[src/rtl/chdr_fxp_narrow.sv]
// CHDR sample-width reducer: gain shift, round, saturate and pack 16-bit lanes into OUT_W-bit lanes.
// Define CHDR_FXP_NARROW_CLIP_CNT_EN to turn debug into a saturation-event counter.
module chdr_fxp_narrow #(
   parameter int unsigned BASE  = 0,
   parameter int unsigned RATIO = 2
) (
   input  logic        clk,
   input  logic        rst,
   input  logic [63:0] i_tdata,
   input  logic        i_tlast,
   input  logic        i_tvalid,
   output logic        i_tready,
   output logic [63:0] o_tdata,
   output logic        o_tlast,
   output logic        o_tvalid,
   input  logic        o_tready,
   input  logic        set_stb,
   input  logic [7:0]  set_addr,
   input  logic [31:0] set_data,
   output logic [31:0] debug
);

   localparam int unsigned OUT_W = 16 / RATIO;
   localparam int unsigned FLD_W = 64 / RATIO;
   localparam int unsigned RSH   = (RATIO == 4) ? 2 : 1;
   localparam int          RND   = 1 << (15 - OUT_W);
   localparam int          QMAX  = (1 << (OUT_W - 1)) - 1;
   localparam logic [OUT_W-1:0] QPOS = {1'b0, {(OUT_W - 1){1'b1}}};
   localparam logic [OUT_W-1:0] QNEG = {1'b1, {(OUT_W - 1){1'b0}}};

   if (RATIO != 2 && RATIO != 4) begin : g_bad_ratio
      $error("chdr_fxp_narrow: RATIO must be 2 or 4");
   end

   typedef enum logic [1:0] {StHeader = 2'd0, StTime = 2'd1, StPack = 2'd2} state_e;

   state_e      state_q, state_d;
   logic [1:0]  lane_q, lane_d;
   logic [63:0] pack_q, pack_d;
   logic [3:0]  snap_q, snap_d;
   logic [63:0] o_tdata_q, o_tdata_d;
   logic        o_tlast_q, o_tlast_d;
   logic        o_tvalid_q, o_tvalid_d;
   logic [16:0] sid_q;
   logic [3:0]  shift_q;

   logic        can_out, accept;
   logic        wr_sid, wr_shift;
   logic [15:0] hdr_h, hdr_len;
   logic [31:0] hdr_lo;
   logic [63:0] merged;
   logic        unused_set_data;

   logic signed [23:0]      ext      [4];
   logic signed [15:0]      sat16    [4];
   logic signed [16:0]      rnd      [4];
   logic signed [16:0]      quo      [4];
   logic signed [OUT_W-1:0] narrowed [4];
   logic [FLD_W-1:0]        line_bits;

   assign unused_set_data = ^set_data[31:17];
   assign wr_sid   = set_stb && (set_addr == 8'(BASE));
   assign wr_shift = set_stb && (set_addr == 8'(BASE + 1));

   always_ff @(posedge clk) begin
      if (rst) begin
         sid_q   <= '0;
         shift_q <= '0;
      end else begin
         if (wr_sid) sid_q <= set_data[16:0];
         if (wr_shift) shift_q <= (set_data[3:0] > 4'd8) ? 4'd8 : set_data[3:0];
      end
   end

   // Per-lane shift, saturate to 16 bits, round-half-up, arithmetic shift, saturate to OUT_W.
   always_comb begin
      line_bits = '0;
      for (int i = 0; i < 4; i++) begin
         ext[i] = {{8{i_tdata[63-16*i]}}, i_tdata[63-16*i -: 16]} << snap_q;
         if (ext[i] > 24'sd32767) begin
            sat16[i] = 16'sh7fff;
         end else if (ext[i] < -24'sd32768) begin
            sat16[i] = 16'sh8000;
         end else begin
            sat16[i] = ext[i][15:0];
         end
         rnd[i] = {sat16[i][15], sat16[i]} + 17'(RND);
         quo[i] = rnd[i] >>> (16 - OUT_W);
         if (quo[i] > 17'(QMAX)) begin
            narrowed[i] = QPOS;
         end else if (quo[i] < -17'(QMAX) - 17'sd1) begin
            narrowed[i] = QNEG;
         end else begin
            narrowed[i] = quo[i][OUT_W-1:0];
         end
         line_bits[FLD_W-1-OUT_W*i -: OUT_W] = narrowed[i];
      end
   end

   assign merged   = pack_q | ({line_bits, {(64 - FLD_W){1'b0}}} >> (FLD_W * lane_q));
   assign can_out  = !o_tvalid_q || o_tready;
   assign i_tready = can_out;
   assign accept   = i_tvalid && can_out;

   assign hdr_h   = i_tdata[61] ? 16'd16 : 16'd8;
   assign hdr_len = hdr_h + ((i_tdata[47:32] - hdr_h) >> RSH);
   assign hdr_lo  = sid_q[16] ? {i_tdata[15:0], sid_q[15:0]} : i_tdata[31:0];

   always_comb begin
      state_d    = state_q;
      lane_d     = lane_q;
      pack_d     = pack_q;
      snap_d     = snap_q;
      o_tdata_d  = o_tdata_q;
      o_tlast_d  = o_tlast_q;
      o_tvalid_d = o_tvalid_q && !o_tready;
      if (accept) begin
         case (state_q)
            StHeader: begin
               o_tvalid_d = 1'b1;
               o_tdata_d  = {i_tdata[63:48], hdr_len, hdr_lo};
               o_tlast_d  = i_tlast;
               snap_d     = shift_q;
               lane_d     = '0;
               pack_d     = '0;
               if (i_tlast)          state_d = StHeader;
               else if (i_tdata[61]) state_d = StTime;
               else                  state_d = StPack;
            end
            StTime: begin
               o_tvalid_d = 1'b1;
               o_tdata_d  = i_tdata;
               o_tlast_d  = i_tlast;
               state_d    = i_tlast ? StHeader : StPack;
            end
            StPack: begin
               if (i_tlast || lane_q == 2'(RATIO - 1)) begin
                  o_tvalid_d = 1'b1;
                  o_tdata_d  = merged;
                  o_tlast_d  = i_tlast;
                  pack_d     = '0;
                  lane_d     = '0;
                  state_d    = i_tlast ? StHeader : StPack;
               end else begin
                  pack_d = merged;
                  lane_d = lane_q + 2'd1;
               end
            end
            default: state_d = StHeader;
         endcase
      end
   end

   always_ff @(posedge clk) begin
      if (rst) begin
         state_q    <= StHeader;
         lane_q     <= '0;
         pack_q     <= '0;
         snap_q     <= '0;
         o_tdata_q  <= '0;
         o_tlast_q  <= 1'b0;
         o_tvalid_q <= 1'b0;
      end else begin
         state_q    <= state_d;
         lane_q     <= lane_d;
         pack_q     <= pack_d;
         snap_q     <= snap_d;
         o_tdata_q  <= o_tdata_d;
         o_tlast_q  <= o_tlast_d;
         o_tvalid_q <= o_tvalid_d;
      end
   end

   assign o_tdata  = o_tdata_q;
   assign o_tlast  = o_tlast_q;
   assign o_tvalid = o_tvalid_q;

`ifdef CHDR_FXP_NARROW_CLIP_CNT_EN
   logic [3:0]  clip;
   logic [31:0] clip_cnt_q;

   // A lane clipped if either saturation stage changed its value.
   always_comb begin
      clip = '0;
      for (int i = 0; i < 4; i++) begin
         clip[i] = (ext[i] != 24'(sat16[i])) || (quo[i] != 17'(narrowed[i]));
      end
   end

   always_ff @(posedge clk) begin
      if (rst || wr_shift) begin
         clip_cnt_q <= '0;
      end else if (accept && state_q == StPack) begin
         clip_cnt_q <= clip_cnt_q + 32'(clip[0]) + 32'(clip[1]) + 32'(clip[2]) + 32'(clip[3]);
      end
   end

   assign debug = clip_cnt_q;
`else
   assign debug = {30'b0, state_q};
`endif

endmodule
[config.mk]
export PLATFORM = sky130hd
export DESIGN_NAME = chdr_fxp_narrow
export DESIGN_NICKNAME = d
export VERILOG_FILES = /design/src/rtl/chdr_fxp_narrow.sv
export SDC_FILE = /design/constraint.sdc
export NUM_CORES = 1
export LEC_CHECK = 0
export CAP_MARGIN = 15
export CORE_ASPECT_RATIO = 0.7
export CORE_MARGIN = 1.5
export CORE_UTILIZATION = 55
export CTS_CLUSTER_DIAMETER = 120
export DETAILED_ROUTE_END_ITERATION = 6
export HOLD_SLACK_MARGIN = 0.03
export PLACE_DENSITY = 0.86
export REMOVE_ABC_BUFFERS = 1
export SYNTH_ARGS = -nofsm -noshare
export SYNTH_HDL_FRONTEND = slang
export SYNTH_SLANG_ARGS = --single-unit
[constraint.sdc]
create_clock -name clk -period 5.4 [get_ports clk]
set_input_delay 1.08 -clock clk [delete_from_list [all_inputs] [get_ports clk]]
set_output_delay 1.08 -clock clk [all_outputs]
set_load 0.02 [all_outputs]
* After elaboration in Yosys (flattened, before gate mapping)
Index checks and enable logic that the tools add are counted.
** Word-level totals
- Word-level logic and storage cells :: 98
- Register bits :: 159
** Cells by class
- Add/subtract/negate cells :: 7
- Reductions and logical operators :: 19
- Multiplexer cells :: 35
- Bitwise logic cells :: 1
- Shifts and indexed selects :: 5
- $lt $le $gt $ge :: 17
- Equal/unequal tests :: 5
** Operators with widths (count)
- one-hot mux 64 bit (3 select lines) :: 1
- 2-to-1 mux 16 bit :: 8
- 2-to-1 mux 64 bit :: 2
- one-hot mux 64 bit (2 select lines) :: 1
- greater-than comparator 24 x 16 -> 1 bit, second input constant :: 4
- < comparator 24 x 16 -> 1 bit, second input constant :: 4
- << shifter 24 x 4 -> 24 bit :: 4
- adder 16 x 9 -> 17 bit, second input constant :: 4
- 2-to-1 mux 8 bit :: 8
- OR 64 bit :: 1
- >> shifter 64 x 7 -> 64 bit :: 1
- greater-than comparator 9 x 8 -> 1 bit, second input constant :: 4
- < comparator 9 x 8 -> 1 bit, second input constant :: 4
- 2-to-1 mux 32 bit :: 1
- adder 5 x 15 -> 16 bit :: 1
- subtractor 16 x 5 -> 16 bit :: 1
- 2-to-1 mux 2 bit :: 5
- == test 8 x 1 -> 1 bit, second input constant :: 1
- zero test 8 bit :: 1
- one-hot mux 2 bit (3 select lines) :: 1
- AND reduction 2 bit :: 3
- AND reduction 3 bit :: 2
- 2-to-1 mux 5 bit :: 1
- == test 2 x 1 -> 1 bit, second input constant :: 2
- other kinds (15) :: 24

* Logic depth before layout (Yosys ltp)
Gate-level depths: netlist of run 1.
- Depth in word-level cells :: 12
- Depth in mapped cells :: 19

* Least setup slack after synthesis of run 1
Ideal clock, no wire load.
- Path type :: input-to-reg
- From :: input i_tdata[38]
- To :: register o_tdata_q[52], in the netlist o_tdata[52]
- Slack :: 0.913 ns
- Setup time :: 0.103 ns
- Required time :: 5.297 ns
- Arrival time :: 4.383 ns
- Stages on the path :: 15
- Cells stage by stage :: clkbuf_1 > mux4_2 > and2_1 > nor3_1 > nand3b_1 > o31ai_2 > o21ai_0 > ha_1 > inv_1 > nor4b_1 > and2b_1 > a31o_2 > nor3b_1 > o21ai_1 > a2111oi_2
** On the way
- Word-level cells in the longest chain between the ends :: 12
** Ends and longest elaborated chain
- start, declared :: line 9 : input logic [63:0] i_tdata,
- << shifter 24 x 4 -> 24 bit (*) :: line 79 : ext[i] = {{8{i_tdata[63-16*i]}}, i_tdata[63-16*i -: 16]} << snap_q;
- < comparator 24 x 16 -> 1 bit :: line 82 : end else if (ext[i] < -24'sd32768) begin
- 2-to-1 mux 16 bit :: line 82
- 2-to-1 mux 16 bit (*) :: line 80 : if (ext[i] > 24'sd32767) begin
- adder 16 x 9 -> 17 bit (*) :: line 87 : rnd[i] = {sat16[i][15], sat16[i]} + 17'(RND);
- < comparator 9 x 8 -> 1 bit :: line 91 : end else if (quo[i] < -17'(QMAX) - 17'sd1) begin
- 2-to-1 mux 8 bit :: line 91
- 2-to-1 mux 8 bit (*) :: line 89 : if (quo[i] > 17'(QMAX)) begin
- >> shifter 64 x 7 -> 64 bit (*) :: line 100 : assign merged = pack_q | ({line_bits, {(64 - FLD_W){1'b0}}} >> (FLD_W * lane_q));
- OR 64 bit (*) :: line 100
- 2-to-1 mux 64 bit (*) :: line 137 : if (i_tlast || lane_q == 2'(RATIO - 1)) begin
- one-hot mux 64 bit (3 select lines) (*) :: line 118 : case (state_q)
- end signal, assigned :: line 168 : o_tdata_q <= o_tdata_d;
- end, declared :: line 41 : logic [63:0] o_tdata_q, o_tdata_d;
Every way passes the cells marked *; elsewhere a longest branch is shown, timed or not. The select of a mux whose other input is x is not followed.
A chain may end at the register's enable or synchronous reset.

* Worst setup path after layout of run 1
- From :: input i_tdata[34]
- To :: register o_tdata_q[50], in the netlist o_tdata[50]
The elaborated chain is that of the path after synthesis.

==> out/metrics.yaml, run 1 <==
floorplan:
  start_util_pct: 56.16
  floorplan.io_pins: 209
  die_w_um: 192.8
  die_h_um: 135.8
  coreArea_um2: 24680
  row_count: 48
  die-area_um2: 26180
pwr:
  p_int_mw: 2.239
  finalPower_mw: 3.440
  power.leakage_nw: 5.933
  power_density_nw_per_um2: 208.0
  ir_worst_vdd_mv: 0.2557
  seqPwrFrac_pct: 36.6
  pwr-share-clk_pct: 35.0
  combinationalPowerShare_pct: 28.4
  switching_share_pct: 34.91
  p_sw_mw: 1.201
setup_path:
  r2r-end: "o_tdata[60]"
  start_kind: "input pin"
  endpoint: "o_tdata[50]"
  path_cells: "clkdlybuf4s50_1 -> mux4_2 -> mux2i_1 -> or3_1 -> a2111oi_2 -> a21oi_1 -> o21ai_0 -> ha_1 -> inv_1 -> nor4b_1 -> buf_4 -> and2b_1 -> a31o_2 -> o211a_1 -> o21ai_0 -> and3_1"
  reg2reg_from: "snap_q[1]"
  worst-path-buf-inv: 3
  rrSetupSlack_ns: 0.59
  crit_arrival_ns: 5.31
  worst_path_max_delay_cell: "clkdlybuf4s50_1"
  critPathTopFamily: "compound AO/OA/AOI/OAI gates"
  cp.required_ns: 5.73
  cp-end-kind: "register"
  max_stage_delay_ns: 0.72
  crit_path_start: "i_tdata[34]"
  reg2reg_depth: 15
  cpMostUsedCell: "o21ai_0"
  worstSetupPathType: "in2reg"
  critPathMaxFanout: 5
  cp.depth: 16
cells_and_area:
  n_fill_cell: 2009
  multiInputGateArea_um2: 9753
  finalInstanceArea_um2: 16540
  instances_no_fill: 2179
  syn2layout_area_growth_pct: 19.32
  final_core_util_pct: 67.01
  fin_nets: 1965
  drive_gt1_share_pct: 16.24
  seq_area_um2: 3196
timing:
  clock.fmax_mhz: 200.9
  skew_ns: 0.01049
  drv_slew: 0
  rsz0062_at_grt: "false"
  finalCriticalPeriod_ns: 4.977
  fin_crit_sh_pct: 92.17
  relSlewSlack_pct: 22.38
  finalSetupViolCount: 0
  holdWs_ns: 0.4483
  tightest_slew_ns: 1.164
  layout_setup_ws_ns: 0.4227
  hold_viol: 0
  setup_tns_ns: 0
yosys:
  synth_xor_area_share_pct: 1.706
  async_reset_ff_share_pct: 0
  synthMuxAreaShare_pct: 20.04
  ys.warnings.count: 0
  yosysUniqueCellTypes: 104
  ys_seq_elements: 159
  syn_avg_cell_area_um2: 8.237
  synth_compound_area_share_pct: 27.72
  syn_area_um2: 13860
  synthAdderAreaFrac_pct: 1.462
  synth_top_family_by_area: "compound AO/OA/AOI/OAI gates"
  synth_edf_count: 0
  yosys.area_share.simple_pct: 18.49
  syn_inst: 1683
  synth-main-ff-cell: "dfxtp_1"
  yosysSeqAreaShare_pct: 22.96
clock_tree:
  cts-root-buf: "clkbuf_16"
  cts_setup_buffers: 0
  cts-hold-fix-buffers: 0
  clk_pin_slew_worst_paths_ns: 0.07
  cts_resized: 0
  cts_tree: "built"
  numCtsBuffers: 17
  clk_path_buf_depth: 2
  insertion_delay_ns: 0.44
  clock-sinks: 159
  htree_levels: 4
job:
  max-cap-violations: 0
hold_path:
  min_path_cells: 2
  worstHoldPathType: "reg2reg"
global_route:
  global_route.usage.met1_pct: 56.58
  grt_overflow: 0
  grt_util_all_layers_pct: 40.79
  grt_pass1_wl_mm: 81.61
  grt_max_degree: 55
  grt_pass1_vias: 14260
  grt_use_met3_pct: 13.32
  grtUsageMet2_pct: 56.85
  grt-busiest-layer: "met2"
  antenna_found_initial: 1
routing:
  avgViaCountPerCell: 7.013
  drc: 0
  drt_iter0_drc: 2352
  ant_nets: 0
  vias: 15280
  wl_mm: 53.93
  drt_first_pass_iters: 6
  post_drt_wl_per_cell_um: 24.75
placed_design:
  place_ws_ns: 0.1364
  post_dp_cell_area_um2: 15960
  port_buffers: 163
  post-dp-hpwl_mm: 39.66
  finalWeightedCongestion: 1.080
  place_inst: 2146
status:
  status: "finished clean"
cells in the mapped netlist, types with 30 or more instances:
| cell | number | area, um^2 |
|---|---|---|
| a211oi_1 | 36 | 270.3 |
| o21ai_0 | 131 | 655.6 |
| buf_4 | 42 | 315.3 |
| a21oi_1 | 110 | 550.5 |
| nor2_1 | 168 | 630.6 |
| nor3_1 | 30 | 150.1 |
| nand2_1 | 154 | 578.1 |
| mux4_2 | 64 | 1441 |
| mux2i_1 | 102 | 1021 |
| clkbuf_1 | 85 | 319.1 |
| dfxtp_1 | 159 | 3183 |
worst reg2reg max path, delay by kind of cell (launching register included):
| family | cells | cell delay, ns |
|---|---|---|
| buffers and inverters | 2 | 0.51 |
| AOI/OAI and AO/OA | 6 | 1.21 |
| DFF | 1 | 0.86 |
| adders and majority gates | 1 | 0.26 |
| muxes | 1 | 0.34 |
| and+or+nand+nor | 5 | 1.53 |
area by class of cell:
type / instances / area share, %
Multi-Input combinational cell: 1354 / 58.97
Clock inverter: 14 / 0.8321
Timing Repair Buffer: 278 / 15.07
Clock buffer: 18 / 2.655
Sequential cell: 159 / 19.32
Inverter: 30 / 0.6808
Antenna cell: 1 / 0.01513
Tap cell: 325 / 2.459
power groups by stage:
stage                     logic [mW]  registers (mW)  clock network [mW]
after global placement         0.917            1.28                   0
after CTS                      0.941            1.26                1.19
after floorplan                0.437            1.33                   0
final                          0.976            1.26                1.20
after global routing            1.02            1.26                1.24
after detailed placement       0.933            1.28                   0
kinds of logic after synthesis:
group | count (synthesis)
adders and majority gates | 15
xor gates and xnor gates | 27
and+or+nand+nor | 536
muxes | 194
DFF | 159
AOI/OAI and AO/OA | 552
other | 1
buffers and inverters | 199
flip-flops by register name (all words and copies together) (netlist names):
signal    flops
state_q       2
o_tdata      64
sid_q        17
o_tvalid      1
o_tlast       1
shift_q       4
snap_q        4
lane_q        2
pack_q       64
cells in the final DEF, fill, tap and decap left out, types with 16 or more instances in the layout:
master	instances
dfxtp_1	155
clkdlybuf4s50_1	162
a21o_1	23
mux2_2	27
mux4_2	64
buf_4	116
nor3_1	30
a22oi_1	19
nand2_1	154
conb_1	30
or3_1	16
clkbuf_16	17
o21ai_1	16
o221ai_1	18
nand3_1	29
mux2i_1	102
inv_1	29
a31oi_1	18
xnor2_1	19
nand2b_1	22
o21ai_0	131
a21oi_1	110
and3_1	25
nor2_1	166
a211oi_1	36
worst min-delay path by stage:
stage               startpoint          to  slack (ns)
finish               pack_q[5]   pack_q[5]        0.45
CTS                 pack_q[14]  pack_q[14]        0.45
floorplan           pack_q[12]  pack_q[12]        0.42
global route        pack_q[26]  pack_q[26]        0.47
global placement     pack_q[6]   pack_q[6]        0.43
detailed placement   pack_q[6]   pack_q[6]        0.44
metal layers:
metal | part of all wire, % | vias to the layer above
met2 | 40 | 1254
met1 | 40 | 7248
met5 | 0 | -
met4 | 4.6 | 0
li1 | - | 6595
met3 | 16 | 184
(Power assumes the default switching activity.)
==> run 2, diff against run 1 <==
--- a/config.mk
+++ b/config.mk
@@ -5,7 +5,7 @@
 export SDC_FILE = /design/constraint.sdc
 export NUM_CORES = 1
 export LEC_CHECK = 0
-export CAP_MARGIN = 15
+export ABC_AREA = 1
 export CORE_ASPECT_RATIO = 0.7
 export CORE_MARGIN = 1.5
 export CORE_UTILIZATION = 55
==> out/metrics.yaml, run 2 <==
timing:
  finalSetupViolCount: 0  # unchanged
  fin_crit_sh_pct: 81.94  # -10 points
  clock.fmax_mhz: 226.0  # +12%
  finalCriticalPeriod_ns: 4.425  # -0.5524 ns
  skew_ns: 0.006639  # -0.003853 ns
  setup_tns_ns: 0  # unchanged
  tightest_slew_ns: 1.182  # +0.01752 ns
  rsz0062_at_grt: "false"
  layout_setup_ws_ns: 0.9751  # +0.5524 ns
  hold_viol: 0  # unchanged
  drv_slew: 0  # unchanged
  relSlewSlack_pct: 21.21  # -1.2 points
  holdWs_ns: 0.4675  # +0.01921 ns
clock_tree:
  htree_levels: 4  # unchanged
  cts_tree: "built"
  insertion_delay_ns: 0.43  # about the same
  clk_pin_slew_worst_paths_ns: 0.06  # about the same
  cts-root-buf: "clkbuf_16"
  cts-hold-fix-buffers: 0  # unchanged
  cts_setup_buffers: 0  # unchanged
  cts_resized: 0  # unchanged
  clock-sinks: 159  # unchanged
  clk_path_buf_depth: 2  # unchanged
  numCtsBuffers: 17  # unchanged
placed_design:
  place_ws_ns: 0.6917  # +0.5553 ns
  finalWeightedCongestion: 0.9919  # -8.2%
  post-dp-hpwl_mm: 34.15  # -14%
  port_buffers: 163  # unchanged
  post_dp_cell_area_um2: 14760  # -7.5%
yosys:
  ys.warnings.count: 0  # unchanged
  async_reset_ff_share_pct: 0  # unchanged
  yosysUniqueCellTypes: 55  # -47%
  synth_top_family_by_area: "simple AND/OR/NAND/NOR gates"
  syn_avg_cell_area_um2: 5.921  # -28%
  synthMuxAreaShare_pct: 0  # -20 points
  synth_top_cell_area_share_pct: 23.92  # +0.96 points
  yosys-top-cells-area: "dfxtp_1, nand2_1, nand3_1"
  syn_inst: 2247  # +34%
  synthMostInstantiatedCell: "nand2_1"
  ys_seq_elements: 159  # unchanged
  synth_compound_area_share_pct: 15.84  # -12 points
  syn_area_um2: 13310  # -4.0%
  synth_xor_area_share_pct: 1.448  # -0.26 points
  synthAdderAreaFrac_pct: 1.523  # +0.061 points
  netlist_top_cells_count: "nand2_1, nand3_1, a21oi_1, inv_1, dfxtp_1"
  synth-main-ff-cell: "dfxtp_1"
  yosysTopAreaCell: "dfxtp_1"
  yosys.area_share.simple_pct: 45.48  # +27 points
  yosysSeqAreaShare_pct: 23.92  # +0.96 points
  synth_edf_count: 0  # unchanged
cells_and_area:
  drive_gt1_share_pct: 7.673  # -8.6 points
  finalInstanceArea_um2: 15350  # -7.2%
  multiInputGateArea_um2: 8685  # -11%
  syn2layout_area_growth_pct: 15.38
  final_common_cell: "nand2_1"
  layout_common_cells: "nand2_1, nand3_1, a21oi_1"
  seq_area_um2: 3188  # -0.23%
  fin_nets: 2446  # +24%
  final_core_util_pct: 64.77  # -2.2 points
  diodes: 0  # -1
  n_fill_cell: 2199  # +9.5%
setup_path:
  max_stage_delay_ns: 0.44  # -0.28 ns
  worstSetupPathType: "in2reg"
  reg2reg_from: "snap_q[0]"
  r2r-end: "pack_q[43]"
  rrSetupSlack_ns: 1.01  # +0.42 ns
  cp-end-kind: "register"
  cp.required_ns: 5.66  # -0.07 ns
  critPathTopFamily: "simple AND/OR/NAND/NOR gates"
  cp.depth: 21  # +5
  worst-path-buf-inv: 4  # +1
  crit_arrival_ns: 4.69  # -0.62 ns
  critPathMaxFanout: 9  # +4
  cpMostUsedCell: "nand2_1"
  worst_path_max_delay_cell: "clkdlybuf4s50_1"
  crit_path_start: "i_tdata[14]"
  reg2reg_depth: 26  # +11
  path_cells: "clkdlybuf4s50_1 -> inv_1 -> nand2_1 -> nand2_1 -> nand2_1 -> nand3_1 -> nand2_1 -> a21oi_1 -> inv_1 -> nand2_2 -> inv_1 -> a21oi_1 -> ha_1 -> nand2_1 -> nor2_2 -> nand3_1 -> o21ai_0 -> nand2_1 -> nand2_1 -> nand2_1 -> nor3b_2"
  start_kind: "input pin"
  endpoint: "pack_q[5]"
routing:
  avgViaCountPerCell: 5.846  # -17%
  drc: 2  # +2
  vias: 15500  # +1.4%
  wl_mm: 47.43  # -12%
  post_drt_wl_per_cell_um: 17.89  # -28%
  drt_iter0_drc: 2066  # -12%
  drt_first_pass_iters: 7  # +1
  ant_nets: 0  # unchanged
pwr:
  ir_worst_vdd_mv: 0.2153  # -16%
  power.leakage_nw: 6.893  # +16%
  power_density_nw_per_um2: 267.5  # +29%
floorplan:
  die-area_um2: 25150  # -3.9%
  die_h_um: 133.1  # -2.0%
  coreArea_um2: 23700  # -4.0%
  floorplan.io_pins: 209  # unchanged
  row_count: 47  # -2.1%
  die_w_um: 188.9  # -2.0%
  start_util_pct: 56.14  # about the same
hold_path:
  worstHoldPathType: "reg2reg"
global_route:
  grt_max_degree: 82  # +49%
  grt_pass1_wl_mm: 72.77  # -11%
  antenna_found_initial: 0  # -1
  grt_overflow: 0  # unchanged
  grt_util_all_layers_pct: 36.43  # -4.4 points
  grt_pass1_vias: 13690  # -4.0%
status:
  status: "complete, but fails checks"
  violations: "design-rule violations"
job:
  max-cap-violations: 0  # unchanged
## run 2: worst min-delay path, delay by kind of cell, from the launching register on
kind | cells | cell delay [ns]
DFF | 1 | 0.30
AOI/OAI and AO/OA | 1 | 0.06
and+or+nand+nor | 1 | 0.06
## run 2: cell type report
| cell class | instances | area share [%] |
|---|---|---|
| timing repair buffer | 185 | 11.69 |
| inverter | 185 | 4.556 |
| multi-input combinational | 1773 | 56.57 |
| clock inverter | 5 | 0.5053 |
| clock buffer | 26 | 3.317 |
| tap | 318 | 2.592 |
| sequential | 159 | 20.77 |
## run 2: power by group
group | switching, mW | leakage (nW) | internal (mW) | total (mW)
combinational | 1.08 | 5.31 | 0.539 | 1.62
clock | 0.471 | 0.286 | 0.739 | 1.21
sequential | 0.0450 | 1.30 | 1.23 | 1.27
total | 1.60 | 6.89 | 2.51 | 4.11
## run 2: kinds of logic after synthesis
kind of cell	Yosys count
xor+xnor	22
other cells	1
flops	159
compound gates	388
buf+inv	344
fa+ha+maj	15
simple gates	1318
## run 2: worst min-delay path by stage
stage,from,end,slack (ns),cells past startpoint
4_1_cts,shift_q[1],shift_q[1],0.47,2
5_1_grt,shift_q[1],shift_q[1],0.48,2
6_report,shift_q[1],shift_q[1],0.47,2
2_1_floorplan,sid_q[1],sid_q[1],0.43,2
3_5_place_dp,shift_q[1],shift_q[1],0.46,2
3_3_place_gp,shift_q[1],shift_q[1],0.45,2
## run 2: per-stage QoR
stage | std cells | power [mW]
global placement | 2620 | 2.839
detailed placement | 2620 | 2.856
floorplan | 2117 | 2.299
finish | 2651 | 4.106
CTS | 2651 | 4.056
global route | 2651 | 4.303
## run 2: layer usage
layer  up-vias  track usage (%)  wire (um)
met4         2            9.127        853
met3        85            15.81       7574
met1      7027            51.42      20150
li1       7424                -          -
met2       960            50.00      18780
met5         -            2.500         82
